**config.mk**
```make
export PLATFORM = sky130hd
export DESIGN_NAME = spider_return
export DESIGN_NICKNAME = d
export VERILOG_FILES = /design/src/rtl/spider_return.sv
export SDC_FILE = /design/constraint.sdc
export NUM_CORES = 1
export LEC_CHECK = 0
export ABC_AREA = 1
export CAP_MARGIN = 10
export CORE_ASPECT_RATIO = 0.5
export CORE_UTILIZATION = 32
export CTS_BUF_LIST = sky130_fd_sc_hd__clkbuf_4
export DETAILED_ROUTE_END_ITERATION = 6
export PLACE_DENSITY_LB_ADDON = 0.3
export SETUP_SLACK_MARGIN = 0.4
export SLEW_MARGIN = 10
export SYNTH_ARGS = -nofsm -noshare
export SYNTH_HDL_FRONTEND = slang
export SYNTH_SLANG_ARGS = --single-unit
```
**constraint.sdc**
```tcl
create_clock -name clk -period 2.8 [get_ports clk]
set_input_delay 0.28 -clock clk [delete_from_list [all_inputs] [get_ports clk]]
set_output_delay 0.28 -clock clk [all_outputs]
set_load 0.02 [all_outputs]
```
**src/rtl/spider_return.sv**
```systemverilog
// spider_return: return path of the spider datapath.
//
// Four right-side leg lanes each feed a small FIFO. A round-robin arbiter
// drains the FIFOs into a single registered output stage tagged with the
// source lane, heading back to the left-side body.
//
// Ports:
//   clk        single clock, all state updates on the rising edge
//   rst        asynchronous active-high reset
//   in_valid   per-lane valid, bit i = leg_right(i+1)
//   in_data    per-lane data, lane i at [i*W +: W]
//   in_ready   per-lane ready (depends on registered FIFO count only)
//   out_valid  merged output valid
//   out_data   merged output data
//   out_lane   source lane of out_data
//   out_ready  downstream ready
//   lane_busy  bit i high when FIFO i holds at least one word
module spider_return #(
    parameter int unsigned W     = 8,
    parameter int unsigned DEPTH = 2
) (
    input  logic           clk,
    input  logic           rst,
    input  logic [3:0]     in_valid,
    input  logic [4*W-1:0] in_data,
    output logic [3:0]     in_ready,
    output logic           out_valid,
    output logic [W-1:0]   out_data,
    output logic [1:0]     out_lane,
    input  logic           out_ready,
    output logic [3:0]     lane_busy
);

    localparam int unsigned PtrW = $clog2(DEPTH);
    localparam int unsigned CntW = $clog2(DEPTH + 1);

    // Per-lane FIFO state
    logic [W-1:0]    mem_q   [4][DEPTH];
    logic [PtrW-1:0] wptr_q  [4];
    logic [PtrW-1:0] rptr_q  [4];
    logic [CntW-1:0] count_q [4];

    // Arbiter and output stage state
    logic [1:0]   rr_q;
    logic         out_valid_q;
    logic [W-1:0] out_data_q;
    logic [1:0]   out_lane_q;

    // Combinational control
    logic [3:0]   full;
    logic [3:0]   push;
    logic [3:0]   pop;
    logic         stage_free;
    logic         grant_found;
    logic [1:0]   grant;
    logic [1:0]   cand;
    logic [W-1:0] head_data;

    // ------------------------------------------------------------------
    // Lane status and input handshake
    // ------------------------------------------------------------------
    always_comb begin
        full      = '0;
        lane_busy = '0;
        for (int i = 0; i < 4; i++) begin
            full[i]      = (count_q[i] == CntW'(DEPTH));
            lane_busy[i] = (count_q[i] != '0);
        end
    end

    // Ready depends on the registered count only: a full lane stays closed
    // even in a cycle where it is being popped, which keeps in_ready free of
    // any path from out_ready.
    assign in_ready = rst ? 4'b0000 : ~full;
    assign push     = in_valid & in_ready;

    // ------------------------------------------------------------------
    // Round-robin arbitration
    // ------------------------------------------------------------------
    assign stage_free = !out_valid_q || out_ready;

    always_comb begin
        grant       = rr_q;
        grant_found = 1'b0;
        cand        = '0;
        for (int k = 0; k < 4; k++) begin
            // Search order rr, rr+1, rr+2, rr+3 with natural 2-bit wrap.
            cand = rr_q + 2'(k);
            if (!grant_found && lane_busy[cand]) begin
                grant       = cand;
                grant_found = 1'b1;
            end
        end
    end

    always_comb begin
        pop = '0;
        if (stage_free && grant_found) begin
            pop[grant] = 1'b1;
        end
    end

    assign head_data = mem_q[grant][rptr_q[grant]];

    // ------------------------------------------------------------------
    // FIFO storage: data RAM carries no reset; validity lives in count_q.
    // ------------------------------------------------------------------
    always_ff @(posedge clk) begin
        for (int i = 0; i < 4; i++) begin
            if (push[i]) begin
                mem_q[i][wptr_q[i]] <= in_data[i*W +: W];
            end
        end
    end

    // Pointers wrap naturally because DEPTH is a power of two.
    always_ff @(posedge clk or posedge rst) begin
        if (rst) begin
            for (int i = 0; i < 4; i++) begin
                wptr_q[i]  <= '0;
                rptr_q[i]  <= '0;
                count_q[i] <= '0;
            end
        end else begin
            for (int i = 0; i < 4; i++) begin
                if (push[i]) begin
                    wptr_q[i] <= wptr_q[i] + PtrW'(1);
                end
                if (pop[i]) begin
                    rptr_q[i] <= rptr_q[i] + PtrW'(1);
                end
                unique case ({push[i], pop[i]})
                    2'b10:   count_q[i] <= count_q[i] + CntW'(1);
                    2'b01:   count_q[i] <= count_q[i] - CntW'(1);
                    default: count_q[i] <= count_q[i];
                endcase
            end
        end
    end

    // ------------------------------------------------------------------
    // Output register stage
    // ------------------------------------------------------------------
    always_ff @(posedge clk or posedge rst) begin
        if (rst) begin
            out_valid_q <= 1'b0;
            out_data_q  <= '0;
            out_lane_q  <= '0;
            rr_q        <= '0;
        end else if (stage_free) begin
            if (grant_found) begin
                out_valid_q <= 1'b1;
                out_data_q  <= head_data;
                out_lane_q  <= grant;
                rr_q        <= grant + 2'd1;
            end else begin
                // Data and lane keep their last values when the stage empties.
                out_valid_q <= 1'b0;
            end
        end
    end

    assign out_valid = out_valid_q;
    assign out_data  = out_data_q;
    assign out_lane  = out_lane_q;

endmodule

```
==> flow_summary.yaml, run 1 <==
synth:
  synth_top_area_cell: "edfxtp_1"
  synth_edf_count: 64
  synth_top_area_share_pct: 42.7
  synth.distinct_cells: 30
  synthesis.area_um2: 4500
  seq_area_frac_synth_pct: 58.8
  ys.flop_type: "edfxtp_1"
  yosys_warnings: 0
  synthTopCellsByCount: "173 x nand2_1, 77 x nand3_1, 64 x edfxtp_1"
  yosysMostFrequentCell: "nand2_1"
  syn-mean-instance-area_um2: 9.49
  synth_seq_cells: 93
  syn_nets: 517
  async_flop_share_pct: 31.2
  synth.area.top_cells: "edfxtp_1 43%, dfrtp_1 16%, nand2_1 14%, nand3_1 8.6%, inv_1 2.8%"
  synth_cells: 474
critical_path:
  required_ns: 3.14
  crit_path_end_kind: "register"
  path_buf_inv: 3
  slowest_delay_ns: 0.49
  critical_path_class: "reg -> reg"
  critPathLaunchType: "register"
  crit_family: "simple AND/OR/NAND/NOR gates"
  arrival_ns: 2.76
  worstPathMaxFanout: 6
  slowest_stage: "dfrtp_2"
  cp_cell_sequence: "inv_4 > nand2_4 > nand2_8 > nand3_4 > nand2_8 > nor2_8 > nand3_4 > clkinv_1 > nand2_1 > nand2_4 > buf_4 > nor2_4 > ha_4 > a21oi_2 > o21ai_1 > xor2_1"
detailed_routing:
  wl_per_cell_um: 13.7
  first_pass_iters: 5
  totalWireLength_mm: 10.5
  vias: 3467
  postRouteAntennaNets: 0
  vias_per_cell: 4.51
  drc_errors: 0
  drt_iter0_drc: 184
flow_run:
  maxCapViolations: 0
sta:
  finalSetupTns_ns: 0
  max_freq_mhz: 412
  finalClockSkew_ns: 0.00979
  finalHoldViolations: 0
  relSlewSlack_pct: 75.7
  holdWs_ns: 0.203
  worstMarginPinSlew_ns: 0.365
  setup_violations: 0
  finalMaxSlewViolations: 0
  rsz0062_at_grt: "true"
  period_needed_ns: 2.43
  min_period_over_period_pct: 86.7
clock_network:
  root_buffer: "clkbuf_4"
  htree_levels: 3
  cts_sinks: 93
  clk_latency_ns: 0.45
  cts.path.max_buffers: 2
  cts_tree: "built"
  path_clk_slew_ns: 0.13
  cts_made_buffers: 9
floorplanning:
  start_util_pct: 33.0
  dieWidth_um: 170
  die-area_um2: 14600
  boundaryPins: 58
  fp.dieH_um: 85.9
  rows: 30
  fp.coreArea_um2: 13600
grt:
  grt_pass1_wl_mm: 16.7
  grt_pass1_vias: 3441
  grt_usage_pct: 14.9
  grt_max_degree: 35
  antenna_found_initial: 0
  gr-total-overflow: 0
place:
  io_buffers: 57
  dp_cells: 724
  place.gp.congestion: 0.850
  dp_hpwl_mm: 7.32
final_layout:
  nFillCells: 1313
  n_antenna_cell: 0
  multiInputGateArea_um2: 1810
  nets: 615
  syn_to_final_growth_pct: 32.8
  final_util_pct: 43.9
  seqCellArea_um2: 2650
  final_cell_count_no_fill: 769
  drive_gt1_share_pct: 21.0
hold_path:
  min_path_type: "in -> async"
outcome:
  status: "completed"
## state kept, by name, indices dropped and copies added (netlist names)
| register | flops |
|---|---|
| mem_q | 64 |
| wptr_q | 4 |
| out_data | 8 |
| out_valid | 1 |
| count_q | 8 |
| rptr_q | 4 |
| out_lane | 2 |
| rr_q | 2 |
## metal layers
metal	up-vias	part of all wire [%]	GRT usage, %
met2	79	48	24.3
met4	0	1.9	5.41
li1	1741	-	-
met5	-	0	0
met1	1633	46	19.6
met3	14	4.5	3.51
## cell usage in the layout (no fill, tap or decap), types with 4 or more instances in the layout
cell	n
nand2_1	156
clkinv_1	8
buf_4	39
nand2_4	12
buf_6	7
o21ai_1	4
dfrtp_1	24
inv_1	31
clkbuf_4	9
nand2_2	10
edfxtp_1	64
xor2_1	12
nor2_1	17
nor2_4	6
clkdlybuf4s50_1	57
nand3_1	73
dfrtp_2	5
## metrics by stage
stage	cell area (µm²)	setup slack, ns
finish	5980	0.374
global route	5980	0.224
CTS	5690	0.399
detailed placement	5360	0.199
global placement	5360	0.212
floorplan	4540	0.403
## kinds of logic after synthesis
group	count (synthesis)	synth area share [%]
AND/OR/NAND/NOR	286	28.4
XOR/XNOR	16	3.11
buffers and inverters	61	6.51
adder cells (fa/ha/maj)	4	1.11
AO/OA/AOI/OAI	14	2.03
flip-flops	93	58.8
## final timing paths
check	slack (ns)	cells past startpoint	endpoint	startpoint
max in group asynchronous	1.98	3	count_q[0]$_DFFE_PP0P_	rst
worst min register to register	0.49	1	rptr_q[0]$_DFFE_PP0P_	rptr_q[0]$_DFFE_PP0P_
worst max register to register	0.37	16	count_q[1]$_DFFE_PP0P_	rr_q[1]$_DFFE_PP0P_
worst min-delay path	0.20	2	count_q[5]$_DFFE_PP0P_	rst
min in group clk	0.41	1	mem_q[3][5]$_DFFE_PP_	in_data[29]
worst max-delay path	0.37	16	count_q[1]$_DFFE_PP0P_	rr_q[1]$_DFFE_PP0P_
## area by class of cell
class,count,area share [%]
Sequential cell,93,44.4
Timing Repair Buffer,104,16.0
Clock inverter,7,1.19
Multi-Input combinational cell,320,30.3
Inverter,44,2.97
Clock buffer,9,1.13
Tap cell,192,4.02
## what timing repair did
action / 4_1_cts / 5_1_grt
pin swaps: 13 / 14
hold endpoints to repair: 0 / 0
cloned: 0 / 0
endpoints found under the setup margin: 14 / 15
hold buffers: 0 / 0
resized for setup: 22 / 44
setup buffers: 15 / 14
Power of run 1 is left out: the tool's default activity adds up to more than one toggle a clock period on the data nets, which glitch-free logic cannot reach.
==> run 2: changes to the inputs <==
ABC_CLOCK_PERIOD_IN_PS = 2800   (was not set)
GPL_TIMING_DRIVEN = 0   (was not set)
==> run 2 against run 1 <==
- non-clock buffer count rose by 6
- global-route usage rose by 0.53 points
- sequential share of layout area fell by 0.74 points
- die area did not move
- count of clock-buffer cells in the layout did not move
==> flow_summary.yaml, run 2 (synthesis gave the netlist of run 1 again) <==
grt:
  grt_usage_pct: 15.5
  grt_pass1_vias: 3457
  grt_max_degree: 30
  antenna_found_initial: 0
  gr-total-overflow: 0
  grt_pass1_wl_mm: 17.1
sta:
  finalHoldViolations: 0
  rsz0062_at_grt: "true"
  finalMaxSlewViolations: 0
  period_needed_ns: 2.46
  worstMarginPinSlew_ns: 0.826
  max_freq_mhz: 406
  finalSetupTns_ns: 0
  finalClockSkew_ns: 0.0159
  min_period_over_period_pct: 87.9
  setup_violations: 0
  relSlewSlack_pct: 44.8
floorplanning:
  dieWidth_um: 170
  boundaryPins: 58
  rows: 30
  die-area_um2: 14600
  fp.coreArea_um2: 13600
  start_util_pct: 33.0
  fp.dieH_um: 85.9
detailed_routing:
  wl_per_cell_um: 14.4
  vias: 3519
  totalWireLength_mm: 11.1
  postRouteAntennaNets: 0
  drc_errors: 0
  vias_per_cell: 4.53
  first_pass_iters: 4
  drt_iter0_drc: 209
critical_path:
  crit_family: "simple AND/OR/NAND/NOR gates"
  cp_cell_sequence: "clkinv_4 > nand2_4 > nand2_8 > nand3_4 > nand2_8 > nor2_8 > nand3_4 > nand2_4 > nand2_4 > nor2_4 > inv_2 > nor2_4 > ha_4 > a21oi_2 > o21ai_1 > xor2_1"
  critical_path_class: "reg -> reg"
  required_ns: 3.15
  worstPathMaxFanout: 6
  path_buf_inv: 2
  regToRegSetupSlack_ns: 0.34
  arrival_ns: 2.81
  crit_top_cell: "nand2_4"
  slowest_stage: "dfrtp_2"
  slowest_delay_ns: 0.48
  crit_path_end_kind: "register"
  critPathLaunchType: "register"
clock_network:
  cts_tree: "built"
  clk_latency_ns: 0.45
  cts_sinks: 93
  cts_made_buffers: 9
  root_buffer: "clkbuf_4"
  path_clk_slew_ns: 0.14
  postCtsHoldBufs: 0
  htree_levels: 3
  cts.path.max_buffers: 2
hold_path:
  min_path_type: "in -> reg"
final_layout:
  nets: 622
  syn_to_final_growth_pct: 34.9
  drive_gt1_share_pct: 24.7
  n_antenna_cell: 0
  final_common_cell: "nand2_1"
  largest_register_ffs: 64
  final_cell_mix: "147 x nand2_1, 66 x nand3_1, 64 x edfxtp_1"
outcome:
  status: "completed"
place:
  place.gp.congestion: 0.830
  dp_hpwl_mm: 7.66
  io_buffers: 57
flow_run:
  maxCapViolations: 0
## run 2: cell count changes in the layout (fill, tap and decap cells not counted), sizes merged
cell | previous run | this run
bufinv | 1 | 0
clkinv | 10 | 9
clkinvlp | 1 | 3
clkbuf | 9 | 10
buf | 47 | 52
nand2 | 180 | 181
## run 2: area by class of cell
class                   instances  area, µm²
fillers                      1283       7560
flip-flops and latches         93       2650
multi-input cells             321       1860
repair buffers                 93        856
well taps                     192        240
inverters                      44        186
plain buffers                  17        158
clock buffers                   9       67.6
clock inverters                 7       48.8
## run 2: final timing paths
check,startpoint,end,cells after the start
min in group asynchronous,rst,wptr_q[2]$_DFFE_PP0P_,2
hold / removal,in_data[22],mem_q[2][6]$_DFFE_PP_,1
max in group asynchronous,rst,count_q[0]$_DFFE_PP0P_,2
hold reg to reg,rptr_q[0]$_DFFE_PP0P_,rptr_q[0]$_DFFE_PP0P_,1
setup / recovery,rr_q[1]$_DFFE_PP0P_,count_q[1]$_DFFE_PP0P_,16
setup reg to reg,rr_q[1]$_DFFE_PP0P_,count_q[1]$_DFFE_PP0P_,16
## run 2: what timing repair did
action,in CTS,in global routing
cloned,0,1
gates resized for setup,42,44
setup endpoints to repair,14,13
pin swaps,13,16
setup buffers,20,16
## run 2: metal layers
layer,share of wire [%],global-route usage [%],wire (µm),vias to the layer above
met2,47,25.5,5210,57
met4,1.1,4.91,128,0
li1,-,-,-,1766
met3,3.4,3.23,383,8
met1,49,20.5,5420,1688
met5,0,0,0,-
## run 2: through the flow
step	hold slack [ns]	instances	cell area [µm²]	setup slack, ns	util [%]
final	0.402	776	6070	0.338	44.5
after global routing	0.363	776	6070	0.246	44.5
after CTS	0.376	759	5780	0.383	42.5
after floorplan	0.358	474	4540	0.403	-
after detailed placement	0.458	723	5360	0.00690	39.3
after global placement	0.458	723	5360	0.0283	39.3
Power of run 2 is left out for the same reason.
==> run 3: changes to the inputs <==
HOLD_SLACK_MARGIN = 0.06   (was not set)
==> results of run 3 <==
No change in the layout: final DEF, timing and power equal those of run 2.
Power of run 3 is left out for the same reason.
